<file path="src/rtl/branch_unit_bht.sv">
`default_nettype none
// ============================================================================
// Module   : branch_unit_bht
// Purpose  : Branch resolve unit with a 2-bit saturating branch history table
//            and saturating branch/mispredict performance counters.
// Revision : 1.0 - initial release
// ============================================================================
module branch_unit_bht #(
    parameter int XLEN        = 32,
    parameter int BHT_ENTRIES = 64,
    parameter int CNT_W       = 32
) (
    input  logic             clk,
    input  logic             rst_n,
    input  logic             clk_en,
    input  logic [XLEN-1:0]  pred_pc,
    output logic             pred_taken,
    input  logic             res_valid,
    input  logic [XLEN-1:0]  rs1,
    input  logic [XLEN-1:0]  rs2,
    input  logic [XLEN-1:0]  imm,
    input  logic [XLEN-1:0]  pc,
    input  logic [2:0]       funct3,
    input  logic             cond_jump,
    input  logic             uncond_jump,
    input  logic             base_addr_sel,
    input  logic             res_pred_taken,
    output logic             out_valid,
    output logic             branch_taken,
    output logic             mispredict,
    output logic [XLEN-1:0]  redirect_pc,
    output logic             misaligned,
    output logic [CNT_W-1:0] branch_cnt,
    output logic [CNT_W-1:0] mispred_cnt
);

    localparam int              IDX       = $clog2(BHT_ENTRIES);
    localparam logic [XLEN-1:0] c_pc_step = XLEN'(4);

    logic [1:0]       r_bht [BHT_ENTRIES];
    logic             r_out_valid;
    logic             r_branch_taken;
    logic             r_mispredict;
    logic [XLEN-1:0]  r_redirect_pc;
    logic             r_misaligned;
    logic [CNT_W-1:0] r_branch_cnt;
    logic [CNT_W-1:0] r_mispred_cnt;

    logic [IDX-1:0]   w_pred_idx;
    logic [IDX-1:0]   w_res_idx;
    logic             w_equal;
    logic             w_less_s;
    logic             w_less_u;
    logic [XLEN-1:0]  w_sum;
    logic [XLEN-1:0]  w_target;
    logic             w_cond_taken;
    logic             w_f3_valid;
    logic             w_taken;
    logic             w_mispredict;
    logic             w_update;
    logic [1:0]       w_bht_cur;
    logic [1:0]       w_bht_next;
    logic             w_unused_pred_bits;

    assign w_pred_idx = pred_pc[IDX+1:2];
    assign w_res_idx  = pc[IDX+1:2];
    assign pred_taken = r_bht[w_pred_idx][1];
    assign w_unused_pred_bits = ^{pred_pc[XLEN-1:IDX+2], pred_pc[1:0]};

    assign w_equal  = (rs1 == rs2);
    assign w_less_s = ($signed(rs1) < $signed(rs2));
    assign w_less_u = (rs1 < rs2);

    // JALR targets drop bit 0 of the sum; PC-relative targets keep it.
    assign w_sum    = (base_addr_sel ? rs1 : pc) + imm;
    assign w_target = base_addr_sel ? {w_sum[XLEN-1:1], 1'b0} : w_sum;

    always_comb begin
        w_cond_taken = 1'b0;
        case (funct3)
            3'b000:  w_cond_taken = w_equal;
            3'b001:  w_cond_taken = !w_equal;
            3'b100:  w_cond_taken = w_less_s;
            3'b101:  w_cond_taken = !w_less_s;
            3'b110:  w_cond_taken = w_less_u;
            3'b111:  w_cond_taken = !w_less_u;
            default: w_cond_taken = 1'b0;
        endcase
    end

    assign w_f3_valid   = (funct3[2:1] != 2'b01);
    assign w_taken      = cond_jump ? w_cond_taken : uncond_jump;
    assign w_mispredict = cond_jump ? (w_taken != res_pred_taken) : uncond_jump;
    assign w_update     = res_valid && cond_jump && w_f3_valid;

    assign w_bht_cur = r_bht[w_res_idx];

    always_comb begin
        w_bht_next = w_bht_cur;
        if (w_taken && (w_bht_cur != 2'b11)) begin
            w_bht_next = w_bht_cur + 2'd1;
        end else if (!w_taken && (w_bht_cur != 2'b00)) begin
            w_bht_next = w_bht_cur - 2'd1;
        end
    end

    always_ff @(posedge clk or negedge rst_n) begin
        if (!rst_n) begin
            for (int i = 0; i < BHT_ENTRIES; i++) begin
                r_bht[i] <= 2'b01;
            end
        end else if (clk_en && w_update) begin
            r_bht[w_res_idx] <= w_bht_next;
        end
    end

    // Result registers hold their last value when no instruction resolves.
    always_ff @(posedge clk or negedge rst_n) begin
        if (!rst_n) begin
            r_out_valid    <= 1'b0;
            r_branch_taken <= 1'b0;
            r_mispredict   <= 1'b0;
            r_redirect_pc  <= '0;
            r_misaligned   <= 1'b0;
        end else if (clk_en) begin
            r_out_valid <= res_valid;
            if (res_valid) begin
                r_branch_taken <= w_taken;
                r_mispredict   <= w_mispredict;
                r_redirect_pc  <= w_taken ? w_target : (pc + c_pc_step);
                r_misaligned   <= w_taken && w_target[1];
            end
        end
    end

    always_ff @(posedge clk or negedge rst_n) begin
        if (!rst_n) begin
            r_branch_cnt  <= '0;
            r_mispred_cnt <= '0;
        end else if (clk_en && w_update) begin
            if (r_branch_cnt != '1) begin
                r_branch_cnt <= r_branch_cnt + CNT_W'(1);
            end
            if (w_mispredict && (r_mispred_cnt != '1)) begin
                r_mispred_cnt <= r_mispred_cnt + CNT_W'(1);
            end
        end
    end

    assign out_valid    = r_out_valid;
    assign branch_taken = r_branch_taken;
    assign mispredict   = r_mispredict;
    assign redirect_pc  = r_redirect_pc;
    assign misaligned   = r_misaligned;
    assign branch_cnt   = r_branch_cnt;
    assign mispred_cnt  = r_mispred_cnt;

endmodule
`default_nettype wire

</file>
<file path="config.mk">
export PLATFORM = sky130hd
export DESIGN_NAME = branch_unit_bht
export DESIGN_NICKNAME = d
export VERILOG_FILES = /design/src/rtl/branch_unit_bht.sv
export SDC_FILE = /design/constraint.sdc
export NUM_CORES = 1
export LEC_CHECK = 0
export CORE_UTILIZATION = 50
export DETAILED_ROUTE_END_ITERATION = 16
export GPL_ROUTABILITY_DRIVEN = 1
export PLACE_DENSITY_LB_ADDON = 0.1
export REMOVE_ABC_BUFFERS = 1
export SLEW_MARGIN = 20
export SYNTH_ARGS = -nofsm -noshare
export SYNTH_HDL_FRONTEND = slang
export SYNTH_SLANG_ARGS = --single-unit
export TNS_END_PERCENT = 30
</file>
<file path="constraint.sdc">
create_clock -name clk -period 9.76 [get_ports clk]
set_input_delay 2.928 -clock clk [delete_from_list [all_inputs] [get_ports clk]]
set_output_delay 2.928 -clock clk [all_outputs]
set_load 0.005 [all_outputs]
</file>
==> results of run 1 <==
kinds of logic (layout without fill, tap and decap cells):
family	Yosys count	in the layout	share of synthesized area, %
other cells	0	1	0
buf+inv	124	367	3.54
simple gates	556	556	18.0
flops	228	228	40.8
mux	58	58	6.30
xor+xnor	118	118	7.41
compound gates	409	409	17.8
fa+ha+maj	69	69	6.13
placed cells by master, fill, tap and decap left out, drive strengths merged, types with 14 or more instances in the layout:
cell type	Yosys	layout
nand2	251	251
clkdlybuf4s50	0	244
o21ai	172	172
dfrtp	164	164
nor2	121	121
a21oi	76	76
xnor2	70	70
ha	68	68
dfstp	64	64
inv	59	59
a22oi	54	54
xor2	48	48
nand4	47	47
nand3	43	43
clkbuf	28	39
mux2	31	31
nor3	22	22
mux4	21	21
o31ai	20	20
a21o	19	19
buf	37	16
a31oi	14	14
flip-flops by register name, indices dropped and copies added, names as in the netlist:
name,cells
r_bht,128
branch_cnt,32
mispred_cnt,32
redirect_pc,32
branch_taken,1
misaligned,1
mispredict,1
out_valid,1
cell usage after synthesis, types with 3 or more instances:
cell / n / area, um^2
sky130_fd_sc_hd__buf_2: 21 / 105
sky130_fd_sc_hd__o211ai_1: 4 / 30.0
sky130_fd_sc_hd__nor3b_2: 3 / 37.5
sky130_fd_sc_hd__nand3_1: 43 / 215
sky130_fd_sc_hd__o21ai_0: 134 / 671
sky130_fd_sc_hd__clkbuf_1: 28 / 105
sky130_fd_sc_hd__nor2b_1: 7 / 43.8
sky130_fd_sc_hd__a21o_1: 19 / 143
sky130_fd_sc_hd__mux2_2: 31 / 349
sky130_fd_sc_hd__inv_1: 58 / 218
sky130_fd_sc_hd__or3_1: 4 / 25.0
sky130_fd_sc_hd__a21oi_1: 75 / 375
sky130_fd_sc_hd__nand4_1: 46 / 288
sky130_fd_sc_hd__a22oi_1: 54 / 405
sky130_fd_sc_hd__nor2_1: 120 / 450
sky130_fd_sc_hd__buf_1: 13 / 48.8
sky130_fd_sc_hd__and3_1: 13 / 81.3
sky130_fd_sc_hd__nand2b_1: 11 / 68.8
sky130_fd_sc_hd__and4_1: 8 / 70.1
sky130_fd_sc_hd__buf_4: 3 / 22.5
sky130_fd_sc_hd__a22o_1: 10 / 87.6
sky130_fd_sc_hd__o21a_1: 6 / 45.0
sky130_fd_sc_hd__a31oi_1: 13 / 81.3
sky130_fd_sc_hd__nand2_1: 251 / 942
sky130_fd_sc_hd__dfstp_2: 64 / 1680
sky130_fd_sc_hd__and2_1: 9 / 56.3
sky130_fd_sc_hd__ha_1: 68 / 851
sky130_fd_sc_hd__a221oi_1: 5 / 43.8
sky130_fd_sc_hd__dfrtp_1: 164 / 4100
sky130_fd_sc_hd__xor2_1: 48 / 420
sky130_fd_sc_hd__o31ai_1: 20 / 150
sky130_fd_sc_hd__o21ai_1: 38 / 190
sky130_fd_sc_hd__a211oi_1: 3 / 22.5
sky130_fd_sc_hd__nor4_1: 7 / 43.8
sky130_fd_sc_hd__xnor2_1: 69 / 604
sky130_fd_sc_hd__mux2i_1: 5 / 50.1
sky130_fd_sc_hd__a211o_1: 3 / 26.3
sky130_fd_sc_hd__nor3_1: 21 / 105
sky130_fd_sc_hd__mux4_2: 21 / 473
metrics by stage:
stage	cells	area, um^2	total power, mW	hold slack [ns]
2_1_floorplan	1497	13900	1.34	0.444
3_3_place_gp	2135	17000	1.61	0.452
3_5_place_dp	2135	17000	1.62	0.463
4_1_cts	2183	17800	2.56	0.471
5_1_grt	2184	17800	2.67	0.487
6_report	2184	17800	2.55	0.467
how the worst max path moves through the flow:
stage / slack [ns] / endpoint / depth (start not counted)
after floorplan: 2.51 / pred_taken / 3
after global placement: 1.01 / pred_taken / 5
after detailed placement: 0.98 / pred_taken / 5
after CTS: 0.98 / pred_taken / 5
after global routing: 0.87 / pred_taken / 5
final: 0.94 / pred_taken / 5
layout make-up:
| cell class | instances | area, um^2 |
|---|---|---|
| repair buffers | 260 | 2570 |
| clock inverters | 9 | 62.6 |
| well taps | 378 | 473 |
| diodes | 1 | 2.50 |
| flip-flops and latches | 228 | 5790 |
| inverters | 59 | 221 |
| multi-input cells | 1210 | 7960 |
| clock buffers | 39 | 759 |
| fillers | 2302 | 10000 |
power groups by stage:
| stage | clock, mW | combinational [mW] | sequential [mW] |
|---|---|---|---|
| global route | 0.990 | 0.612 | 1.07 |
| detailed placement | 0 | 0.552 | 1.07 |
| floorplan | 0 | 0.271 | 1.07 |
| finish | 0.940 | 0.555 | 1.06 |
| global placement | 0 | 0.544 | 1.07 |
| CTS | 0.951 | 0.555 | 1.06 |
routing by layer:
layer  track usage [%]  up-vias
met3              5.25      112
met4              14.1        0
li1                  -     6056
met5                 0        -
met2              46.5      488
met1              39.6     6103
critical path, stage by stage:
cell,delay [ns]
sky130_fd_sc_hd__clkdlybuf4s50_1,1.07
sky130_fd_sc_hd__mux4_2,0.45
sky130_fd_sc_hd__mux4_2,0.50
sky130_fd_sc_hd__mux4_2,0.48
sky130_fd_sc_hd__clkdlybuf4s50_1,0.46
==> run summary, run 1 <==
The worst register-to-register path has a depth of 12. The number of pins exceeding their max-slew limit in the final report was 0. For this run, the number of Yosys warnings is 0. The worst hold path was traced through 2 stages.

At the later pin of the worst-skew pair, clock insertion delay measures 0.54 ns. Tracing the worst setup path back leads to its startpoint at pred_pc[3]. Final HPWL from detailed placement: 30200 um. The tightest min-delay check is of the reg -> reg type. The chip height is 170 um. The logs give 1 for the number of antenna violations at the first check in global routing and 66800 um for the first-pass GRT wire length. In this run, synthesis inferred 0 flip-flops with an integrated enable. The number of synthesized register bits is 228. Most used flip-flop cell after synthesis: sky130_fd_sc_hd__dfrtp_1. The area growth from synthesis to final layout is 25.6%, and the total DRC errors in the routed layout is 0. The share of power burned in the clock network was 36.8%; the number of clock buffers inserted by TritonCTS was 26. Dividing the final minimum period by the clock period gives 90.3%. The routed via count divided by cell count works out to 5.84. The number of I/O port buffers was 245.

The row count is 61, and the sequential group share of total power is 41.4%. The highest net fanout along the worst path was 16; the last weighted congestion value of the routability-driven placer was 0.916. Once routing completed, OpenROAD measured the worst setup slack at 0.942 ns. STA puts the critical path data arrival time at 5.89 ns. Worst hold path endpoint: r_bht[80]$_DFFE_PN1P_.

Setup repair after global routing left no endpoint under its margin. For the setup slack after placement, the log shows 0.978 ns. The total die area came out at 29100 um^2.

Per report_power, the combinational group accounts for 21.8% of the total. The tightest slew margin relative to the limit is 21.5%. In this run the critical register-to-register path is captured at r_bht[1]$_DFFE_PN0P_.

Summing every instance area after synthesis gives 14200 um^2. The highest clock rate came out at 113 MHz. The tools report the number of antenna-violating nets in the routed design as 0. Internal power comes to 1.82 mW. The largest buffer count on any clock path was 3; the clock input transition at the sequential cells of the worst setup and hold paths was 0.06 ns.

The critical path capture point type is a primary output. For this design the static power due to leakage is 7.25 nW. The number of standard cells after synthesis came out at 1562. The proportion of register bits with asynchronous set or reset after synthesis was 100%; the number of I/O pins was 272. The core occupancy in the finished layout is 64.0%.

Post-CTS repair changed the size of 0 cells. For the total negative setup slack, the log shows 0 ns. The number of global-route vias before repair is 12561, and the max-capacitance violation count is 0. The actual transition at the worst max-transition pin was 1.18 ns. The routed design uses 19000 um of met2 wire.

Summing over every cut layer, the via total after detailed routing is 12759. TritonCTS built the clock tree. The largest voltage drop on the vdd net came out at 117 uV. The core region is 27900 um^2. Of the cells placed in the final design, the portion with a size suffix greater than 1 is 10.9%. Overall die width: 170 um. In the final design database the tool counted 2025 nets.

Dividing the synthesized area by the synthesized cell count gives 9.09 um^2. The worst setup path is launched from an input pin. Of the total power, the share spent switching nets is 28.8%. The shortest period the worst path allows was 8.82 ns. Entering global routing, the biggest net connects 100 pins. In this run the post-CTS setup repair buffer count came out at 0. In the final routed layout, each cell accounts on average for 19.3 um. The flow ran to the end, and the final reports show no timing, DRC or antenna violations.

Launch instance of the worst min-delay path: r_bht[80]$_DFFE_PN1P_. H-tree depth: 1. Setup violations remaining at the end of the flow were counted as 0. Initial detailed-routing violation count: 961. For the detailed-route wire length, the log shows 42200 um. In this run the register-to-register setup slack is 5.81 ns. Number of distinct library cells after synthesis: 73.

The number of hold-repair buffers added at the cts stage was 0. Signal routing reaches up to met4. Kind of critical path: in -> out. For this run, the detailed router's first-pass iteration total came to 5. The clock arrives with 0.00948 ns of skew. The tools report the total overflow reported by the global router as 0.

The CTS root buffer is sky130_fd_sc_hd__clkbuf_16. The run gives 29.5% as the total track usage. For the wire length the detailed router placed on met1, the log shows 18000 um.

The tools report the worst path required time as 6.83 ns. For the wire length on met3, the log shows 3320 um. Dividing total power by cell area gives a power density of 143 nW/um^2. In this run the critical register-to-register path is launched from r_bht[106]$_DFFE_PN1P_.

Once the floorplan was initialized, standard cells occupied 51.0% of the core. The fraction of the yosys area taken by sequential cells is 40.8%. For the clock sink count, the log shows 228. The logs give 734 uW for the net switching power and 0 for the final count of hold timing violations.
(Power assumes the default switching activity.)
==> inputs of run 2 (changes only) <==
--- a/config.mk
+++ b/config.mk
@@ -5,6 +5,7 @@
 export SDC_FILE = /design/constraint.sdc
 export NUM_CORES = 1
 export LEC_CHECK = 0
+export ABC_CLOCK_PERIOD_IN_PS = 9760
 export CORE_UTILIZATION = 50
 export DETAILED_ROUTE_END_ITERATION = 16
 export GPL_ROUTABILITY_DRIVEN = 1
==> results of run 2 <==
Final layout, timing and power as in run 1 (identical DEF).
==> inputs of run 3 (changes only) <==
--- a/config.mk
+++ b/config.mk
@@ -6,10 +6,11 @@
 export NUM_CORES = 1
 export LEC_CHECK = 0
 export ABC_CLOCK_PERIOD_IN_PS = 9760
+export CORE_ASPECT_RATIO = 2
 export CORE_UTILIZATION = 50
 export DETAILED_ROUTE_END_ITERATION = 16
 export GPL_ROUTABILITY_DRIVEN = 1
-export PLACE_DENSITY_LB_ADDON = 0.1
+export PLACE_DENSITY_LB_ADDON = 0.12
 export REMOVE_ABC_BUFFERS = 1
 export SLEW_MARGIN = 20
 export SYNTH_ARGS = -nofsm -noshare
==> run 3 against run 2 <==
Utilization is 0.073 points higher. Clock skew is 0.00068 ns higher. Sequential share of layout area is 0.075 points higher. Clock power is 4.9% higher. Via count is 0.31% lower. Largest power group unchanged.
==> run summary, run 3 (synthesis results as in run 1) <==
The run finished with clean final reports. The most flop-heavy register was r_bht. Buffers placed on the I/O ports in this run total 245. After layout, the worst path uses 90.5% of the clock period. Sequential group share of total power: 40.7%. Global routing consumed, over all layers together, 30.1% of the routing resources. The CTS root buffer is sky130_fd_sc_hd__clkbuf_16. The largest net degree at the start of global routing is 161. The number of pins exceeding their max-slew limit in the final report is 0, and the leakage power total is 7.24 nW. The clock input transition at the sequential cells of the worst setup and hold paths came out at 0.06 ns. The run gives 51.1% as the effective utilization at floorplan. Row generation in the floorplan step produced 86 rows.

Critical path capture point type: a primary output. After detailed routing, the average wire length per cell comes to 20.4 um. Once routing completed, OpenROAD measured the worst setup slack at 0.926 ns. Net switching is 28.6% of the power. The post-route netlist has 10.8% of its cells at a drive strength greater than 1. The run gives 0 as the final count of hold timing violations. In the routed layout, each cell is associated on average with a via count of 5.92. Summing all multi-input logic gate instances after layout gives 7940 um^2.

Walking the worst path, the cells encountered are clkdlybuf4s50_1, mux4_2, mux4_2, mux4_2, clkdlybuf4s50_1. Pin placement for this block handled 272 I/O pins. The logs give 43900 um for the detailed-route wire length and 17000 um^2 for the instance area after placement. The flip-flop count of the largest register, all copies and words added came out at 128.

Initial detailed-routing violation count: 835. The routed layout has 12720 vias. For this design the ratio of total power to cell area is 146 nW/um^2.

The run gives 29100 um^2 as the total die area. Clock latency on the worst-skew pair, taken at its later pin, is 0.53 ns. Number of global-route vias before repair: 12722.

The run gives 2.60 mW as the post-route total power. Between clock sinks in the finished design, the worst skew comes to 0.0102 ns. The gate family responsible for the most delay along the worst path is buffers and inverters. Setup violations remaining at the end of the flow were counted as 0. At the end of routability-driven placement, the weighted congestion stood at 0.911. The critical path's largest stage delay was 1.05 ns; the max-capacitance violation count was 0.

The number of buffers inserted by post-CTS setup repair came out at 0. The sequential cells in the finished layout cover a total of 5790 um^2. The analysis attributes to net switching a power of 744 uW.

The region available for standard cell placement spans 27800 um^2. The tools report the H-tree depth as 1. Library cell contributing the largest single delay on the critical path: sky130_fd_sc_hd__clkdlybuf4s50_1. The total DRC errors in the routed layout is 0.

In the final design database the tool counted 2021 nets. The overall die width is 121 um, and the chip height is 240 um. Static timing analysis puts the maximum clock frequency at 113 MHz.

TritonCTS built the clock tree. The number of antenna repair diodes came out at 0. The total negative setup slack was 0 ns. Leaving out fill and tap cells, the most frequent cells in the layout are 250 x sky130_fd_sc_hd__nand2_1, 243 x sky130_fd_sc_hd__clkdlybuf4s50_1, 164 x sky130_fd_sc_hd__dfrtp_1. The finished cells cover 17800 um^2. Most numerous cell on the critical path: sky130_fd_sc_hd__mux4_2. In this run the worst hold path is classified as reg -> reg. Combinational logic burns 21.4% of the power. The clock network accounts for 37.9% of the total power. The area growth from synthesis to final layout is 25.3%. The highest net fanout along the worst path was 16; the number of antenna-violating nets in the routed design was 0. The tools report the final HPWL from detailed placement as 31800 um. Number of clock buffers inserted by TritonCTS: 23. STA classifies the critical path startpoint as an input pin. For the count of cells resized by post-cts repair, the log shows 0.

The library cell used most frequently in the layout, excluding fill and tap cells, is sky130_fd_sc_hd__nand2_1. The worst-case IR drop observed on VDD is 202 uV. The clock sink count was 228; the largest buffer count on any clock path was 3. In this run the tightest slew margin relative to its limit is 28.6%.

Counting I/O delays and the setup requirement, the final critical path takes 8.83 ns. The number of hold buffers added after CTS was 0. The filler cell count came out at 2399. The logs give 0 for the number of antenna violations at the first check in global routing and 1.00 ns for the setup slack after placement. The internal power of the cells totals 1.86 mW. STA puts the critical path data required time at 6.83 ns.

Setup repair after global routing left no endpoint under its margin. For the worst setup path, the data arrival time is 5.91 ns. The setup path with the least slack is of type in -> out. The first global-routing pass estimated 67500 um of wire. The run gives 0.468 ns as the post-route worst hold slack. Summed over all layers, the global routing overflow is 0. The first TritonRoute pass finished after 6 iterations. The actual transition at the worst max-transition pin was 1.07 ns; the number of buffers and inverters on the critical path was 2.
-- run 3: through the flow --
step	utilization (%)	std cells
5_1_grt	64.1	2150
3_5_place_dp	61.1	2108
6_report	64.1	2150
2_1_floorplan	-	1497
4_1_cts	64.1	2150
3_3_place_gp	61.1	2108
-- run 3: worst register-to-register path, cell delays in order, from the launching register on --
cell	delay, ns
sky130_fd_sc_hd__dfrtp_1	0.41
sky130_fd_sc_hd__a22o_1	0.22
sky130_fd_sc_hd__a221oi_1	0.27
sky130_fd_sc_hd__a31oi_1	0.17
sky130_fd_sc_hd__a2111oi_0	0.47
sky130_fd_sc_hd__and4b_1	0.45
sky130_fd_sc_hd__ha_1	0.31
sky130_fd_sc_hd__mux2i_4	0.11
sky130_fd_sc_hd__xnor2_4	0.83
sky130_fd_sc_hd__buf_4	0.47
sky130_fd_sc_hd__o21ai_0	0.16
-- run 3: path summary, 6_finish.rpt --
path | startpoint | endpoint | slack, ns | cells past startpoint
worst max-delay path | pred_pc[3] | pred_taken | 0.93 | 5
worst min-delay path | r_bht[126]$_DFFE_PN1P_ | r_bht[126]$_DFFE_PN1P_ | 0.47 | 2
worst max register to register | r_bht[91]$_DFFE_PN0P_ | r_bht[86]$_DFFE_PN1P_ | 5.80 | 10
worst min register to register | r_bht[126]$_DFFE_PN1P_ | r_bht[126]$_DFFE_PN1P_ | 0.47 | 2
max in group asynchronous | rst_n | r_bht[113]$_DFFE_PN0P_ | 6.13 | 2
min in group asynchronous | rst_n | redirect_pc[31]$_DFFE_PN0P_ | 2.36 | 1
-- run 3: per-layer routing --
| layer | up-vias | wire [um] | global-route usage (%) |
|---|---|---|---|
| li1 | 6030 | - | - |
| met1 | 6021 | 15500 | 32.1 |
| met2 | 521 | 22700 | 54.6 |
| met3 | 148 | 2870 | 4.63 |
| met4 | 0 | 2850 | 19.1 |
| met5 | - | 0 | 0 |
-- run 3: final cells by class --
cell class | count | share of cell area, %
multi-input combinational | 1210 | 44.6
sequential | 228 | 32.5
timing repair buffer | 259 | 14.4
clock buffer | 29 | 3.59
tap | 352 | 2.48
inverter | 59 | 1.24
clock inverter | 13 | 1.11
-- run 3: power by group through the flow --
stage	combinational [mW]	clock, mW	sequential [mW]
after floorplan	0.271	0	1.07
after global placement	0.547	0	1.07
after detailed placement	0.556	0	1.07
after CTS	0.558	1.00	1.06
after global routing	0.609	1.03	1.07
final	0.557	0.986	1.06
